File: src/rtl/led_arbiter.sv
// Shares four status LEDs between four requesters: round-robin grant, minimum hold time, optional blink gating.
// Latency: grant and led are registered, so they appear one cycle after req is sampled; a handoff takes 3 cycles.
// No backpressure: req is a level, and a requester keeps asking until it sees its grant bit.
module led_arbiter #(
  parameter int TICK_DIV    = 32000,
  parameter int HOLD_TICKS  = 500,
  parameter int BLINK_TICKS = 250,
  parameter bit FAIR        = 1'b1,
  parameter bit IDLE_BLINK  = 1'b1
) (
  input  logic        clk,
  input  logic        rst,
  input  logic [3:0]  req,
  input  logic [15:0] pattern,
  input  logic [3:0]  blink,
  output logic [3:0]  grant,
  output logic [3:0]  led,
  output logic        tick
);

  localparam int TW = $clog2(TICK_DIV);
  localparam int HW = $clog2(HOLD_TICKS + 1);
  localparam int BW = $clog2(BLINK_TICKS + 1);

  localparam logic [TW-1:0] TICK_LAST  = TW'(TICK_DIV - 1);
  localparam logic [HW-1:0] HOLD_FULL  = HW'(HOLD_TICKS);
  localparam logic [BW-1:0] BLINK_LAST = BW'(BLINK_TICKS - 1);

  typedef enum logic [1:0] {
    ST_IDLE = 2'd0,
    ST_OWN  = 2'd1,
    ST_GAP  = 2'd2
  } state_t;

  state_t          state_q, state_d;
  logic [1:0]      owner_q, owner_d;
  logic [1:0]      rr_q, rr_d;
  logic [TW-1:0]   tick_cnt_q, tick_cnt_d;
  logic            tick_q, tick_d;
  logic [BW-1:0]   blink_cnt_q, blink_cnt_d;
  logic            phase_q, phase_d;
  logic [HW-1:0]   hold_q, hold_d;
  logic [3:0]      grant_q, grant_d;
  logic [3:0]      led_q, led_d;

  logic [1:0]      win;
  logic            expired;
  logic            others_wait;
  logic            release_own;
  logic [3:0]      heartbeat;

  // First requesting index found when scanning upward from the pointer, wrapping mod 4.
  function automatic logic [1:0] rr_pick(input logic [3:0] r, input logic [1:0] p);
    logic [1:0] w;
    logic [1:0] idx;
    w = p;
    for (int i = 3; i >= 0; i--) begin
      idx = p + 2'(i);
      if (r[idx]) w = idx;
    end
    return w;
  endfunction

  // Owner's nibble, blanked during the dark half of the blink phase when that owner asked for blinking.
  function automatic logic [3:0] owner_leds(input logic [15:0] pat, input logic [3:0] blk,
                                            input logic [1:0] o, input logic ph);
    logic [15:0] sh;
    sh = pat >> {o, 2'b00};
    return sh[3:0] & {4{ph | ~blk[o]}};
  endfunction

  // Prescaler: tick pulses the cycle after the divider wraps; phase flips every BLINK_TICKS ticks.
  always_comb begin
    tick_cnt_d  = (tick_cnt_q == TICK_LAST) ? '0 : tick_cnt_q + TW'(1);
    tick_d      = (tick_cnt_q == TICK_LAST);
    blink_cnt_d = blink_cnt_q;
    phase_d     = phase_q;
    if (tick_q) begin
      if (blink_cnt_q == BLINK_LAST) begin
        blink_cnt_d = '0;
        phase_d     = ~phase_q;
      end else begin
        blink_cnt_d = blink_cnt_q + BW'(1);
      end
    end
  end

  // Arbitration terms; the LED image uses next-cycle phase so the registered led lines up with phase.
  always_comb begin
    win         = rr_pick(req, rr_q);
    expired     = (hold_q == HOLD_FULL);
    others_wait = |(req & ~grant_q);
    release_own = expired && (!req[owner_q] || (FAIR && others_wait));
    heartbeat   = IDLE_BLINK ? {4{phase_d}} : 4'b0000;
  end

  // Ownership FSM: IDLE grants, OWN holds for the minimum time, GAP blanks for one cycle between owners.
  always_comb begin
    state_d = state_q;
    owner_d = owner_q;
    rr_d    = rr_q;
    hold_d  = hold_q;
    grant_d = 4'b0000;
    led_d   = 4'b0000;
    case (state_q)
      ST_IDLE: begin
        led_d = heartbeat;
        if (|req) begin
          state_d = ST_OWN;
          owner_d = win;
          hold_d  = '0;
          grant_d = 4'b0001 << win;
          led_d   = owner_leds(pattern, blink, win, phase_d);
        end
      end
      ST_OWN: begin
        if (release_own) begin
          state_d = ST_GAP;
          rr_d    = owner_q + 2'd1;
        end else begin
          if (tick_q && !expired) hold_d = hold_q + HW'(1);
          grant_d = grant_q;
          led_d   = owner_leds(pattern, blink, owner_q, phase_d);
        end
      end
      ST_GAP: begin
        state_d = ST_IDLE;
        led_d   = heartbeat;
      end
      default: begin
        state_d = ST_IDLE;
      end
    endcase
  end

  // State register; reset wins over everything, including an active ownership.
  always_ff @(posedge clk) begin
    if (rst) begin
      state_q     <= ST_IDLE;
      owner_q     <= 2'd0;
      rr_q        <= 2'd0;
      tick_cnt_q  <= '0;
      tick_q      <= 1'b0;
      blink_cnt_q <= '0;
      phase_q     <= 1'b0;
      hold_q      <= '0;
      grant_q     <= 4'b0000;
      led_q       <= 4'b0000;
    end else begin
      state_q     <= state_d;
      owner_q     <= owner_d;
      rr_q        <= rr_d;
      tick_cnt_q  <= tick_cnt_d;
      tick_q      <= tick_d;
      blink_cnt_q <= blink_cnt_d;
      phase_q     <= phase_d;
      hold_q      <= hold_d;
      grant_q     <= grant_d;
      led_q       <= led_d;
    end
  end

  assign grant = grant_q;
  assign led   = led_q;
  assign tick  = tick_q;

endmodule
File: config.mk
export PLATFORM = sky130hd
export DESIGN_NAME = led_arbiter
export DESIGN_NICKNAME = d
export VERILOG_FILES = /design/src/rtl/led_arbiter.sv
export SDC_FILE = /design/constraint.sdc
export NUM_CORES = 1
export LEC_CHECK = 0
export BUFFER_PORTS_ARGS = -buffer_cell sky130_fd_sc_hd__buf_4
export CAP_MARGIN = 10
export CORE_MARGIN = 10
export CORE_UTILIZATION = 35
export CTS_CLUSTER_SIZE = 16
export DETAILED_ROUTE_END_ITERATION = 12
export PLACE_DENSITY = 0.53
export REMOVE_ABC_BUFFERS = 1
export SYNTH_ARGS = -nofsm -noshare
export SYNTH_HDL_FRONTEND = slang
export SYNTH_SLANG_ARGS = --single-unit
File: constraint.sdc
create_clock -name clk -period 3.28 [get_ports clk]
set_clock_uncertainty 0.2 [all_clocks]
set_input_delay 0.492 -clock clk [delete_from_list [all_inputs] [get_ports clk]]
set_output_delay 0.492 -clock clk [all_outputs]
set_load 0.05 [all_outputs]
==> flow_summary.ini <==
[setup_path]
crit_path_cell_trace = ha_1 > nand3_1 > nor2_1 > and4_1 > nand4_1 > or3b_2 > nand2b_1 > nor2_1
reg2regPathDepth = 8
setup.worst_path.end_class = flop
worstReg2RegEnd = tick_cnt_q[10]
cp_common_cell = nor2_1
cp_max_fo = 13
crit_family = simple AND/OR/NAND/NOR gates
cp_num_buf_inv = 0
slowest_delay_ns = 0.47
cp.required_ns = 3.25
cp.arrival_ns = 2.47
start_kind = flop
crit_path_top_delay_cell = or3b_2
r2r_start = tick_cnt_q[0]
crit_type = flop to flop
ff2ff_setup_slack_ns = 0.79

[drt]
wl_per_cell_um = 12.7
drc = 0
wl_um = 5280
detail-route-antenna-nets = 0
drt_iter0_drc = 109
route.vias.total = 2003
viasPerCell = 4.81
dr.pass1.iters = 4

[place]
dp_hpwl_um = 4000
dp_cells = 408
place.gp.congestion = 0.731
io_buffers = 34

[hold_path]
whs_endpoint = tick_cnt_q[0]
worstHoldStart = tick_cnt_q[0]
hold_path_depth = 1
hold_path_class = flop to flop

[timing]
post-route-min-period_ns = 2.49
maxSlewViolCount = 0
tns_ns = 0
tightest_slew_ns = 0.568
final_hold_viol_count = 0
relSlewSlack_pct = 61.8
fin_crit_sh_pct = 76.1
holdWs_ns = 0.266
setup_viol = 0
rsz0062_at_grt = false
max_freq_mhz = 401

[final_layout]
num-fill-cells = 688
final_cell_mix = nor2_1 (51), dfxtp_1 (48), buf_4 (38)
mostFrequentLayoutCell = nor2_1
antenna_cells = 0
nNetsFinal = 350
multiInputGateArea_mm2 = 0.00144
final_cells = 416
syn_to_final_growth_pct = 19.5
drive_gt1_share_pct = 19.7
seq_area_um2 = 961
fin_util_pct = 43.4

[synth]
syn_inst = 286
synthArstFlopShare_pct = 0
synth_flop_cell = dfxtp_1
synth-seq-cells = 48
synth_top_area_share_pct = 38.5
synth.area.top_cells = dfxtp_1 (39%), nor2_1 (7.7%), mux4_2 (5.4%), xor2_1 (4.9%), xnor2_1 (4.2%)
synth-edff-count = 0
synth_area_mm2 = 0.00249
synth_cell_types = 47
ys_seq_area_share_pct = 38.5
ys_warn_count = 0
synth_area_per_cell_um2 = 8.72
synth_area_leader_cell = dfxtp_1

[pwr]
peakVddDrop_uv = 205
fin_total_pwr_w = 0.00129
leakagePower_nw = 1.16
p_per_area_mw_per_mm2 = 433

[cts]
cts.clk_slew.worst_paths_ns = 0.09
numCtsBuffers = 5
ctsResizeCount = 0
insertion_delay_ns = 0.29
root_buffer = clkbuf_8
tritoncts = yes
htreeDepth = 2
clock_sinks = 48
clk_path_buf_depth = 2
postCtsSetupRepairBufs = 0
hold_buffers = 0

[floorplanning]
pin_count = 35
rows = 30
dieArea_mm2 = 0.0109
start_util_pct = 36.3
die_h_um = 104
die_x_um = 104
coreArea_mm2 = 0.00687

[grt]
grt_usage_pct = 10.0
grt_max_degree = 21
first_global_vias = 2020
grt_pass1_wl_um = 9410
antenna_found_initial = 0
grt-ovfl-total = 0

[job]
max_cap_violations = 0

[status]
status = finished clean
[power by group]
part / switching [W] / total [W] / internal (W)
sequential: 0.00000990 / 0.000605 / 0.000595
combinational: 0.0000960 / 0.000173 / 0.0000766
clock: 0.000205 / 0.000512 / 0.000307
total: 0.000311 / 0.00129 / 0.000978
[worst reg2reg max path, stage by stage (launching register included)]
cell	delay [ns]
dfxtp_1	0.37
ha_1	0.19
nand3_1	0.12
nor2_1	0.14
and4_1	0.27
nand4_1	0.14
or3b_2	0.47
nand2b_1	0.37
nor2_1	0.10
[per-stage QoR]
step / cell area, um2 / setup WS [ns]
2_1_floorplan: 2440 / 0.999
3_3_place_gp: 2840 / 0.724
3_5_place_dp: 2840 / 0.719
4_1_cts: 2980 / 0.756
5_1_grt: 2980 / 0.536
6_report: 2980 / 0.785
[sequential cells by signal, summed over array words and instances, names as in the netlist]
name,cells
tick_cnt_q,15
hold_q,9
blink_cnt_q,8
grant,4
led,4
owner_q,2
rr_q,2
state_q,2
phase_q,1
tick,1
[worst max-delay path by stage]
stage                   from        endpoint  slack (ns)  depth (start not counted)
2_1_floorplan           tick          led[0]         1.0                          7
3_3_place_gp          req[3]          led[0]        0.72                          8
3_5_place_dp          req[3]          led[0]        0.72                          8
4_1_cts        tick_cnt_q[0]  tick_cnt_q[12]        0.76                          8
5_1_grt        tick_cnt_q[0]  tick_cnt_q[12]        0.54                          8
6_report       tick_cnt_q[0]  tick_cnt_q[10]        0.79                          8
[per-layer routing]
| metal | vias to the layer above | global-route usage [%] | wire (um) |
|---|---|---|---|
| met4 | 0 | 2.39 | 27 |
| met3 | 2 | 2.60 | 199 |
| met1 | 914 | 13.2 | 2620 |
| met2 | 27 | 15.7 | 2430 |
| li1 | 1060 | - | - |
| met5 | - | 0 | 0 |
[cell usage after synthesis (2+ instances only)]
library cell	count
inv_1	10
o21ai_0	6
or3_1	2
nand2b_1	2
nor2b_1	6
a221oi_1	4
a21oi_1	16
dfxtp_1	48
mux4_2	6
xnor2_1	12
nand2_1	25
nand4_1	6
o21a_1	5
buf_2	7
a32oi_1	4
and3_1	6
nand3_1	9
ha_1	5
or2_2	4
clkbuf_1	3
mux2i_1	8
a22oi_1	2
xor2_1	14
nor3_1	3
nor2_1	51
[logic make-up after synthesis]
family / synth area share (%)
compound gates: 13.2
mux: 8.63
buf+inv: 3.81
simple gates: 24.2
flops: 38.5
xor+xnor: 9.13
fa+ha+maj: 2.51
[area by class of cell]
type                            instances  area share [%]
Multi-Input combinational cell        216            48.3
Sequential cell                        48            32.2
Timing Repair Buffer                   38            9.57
Tap cell                               96            4.03
Clock buffer                            5            2.31
Clock inverter                          3            2.31
Inverter                               10            1.26
Note: power is estimated with default switching activity, not from simulation.
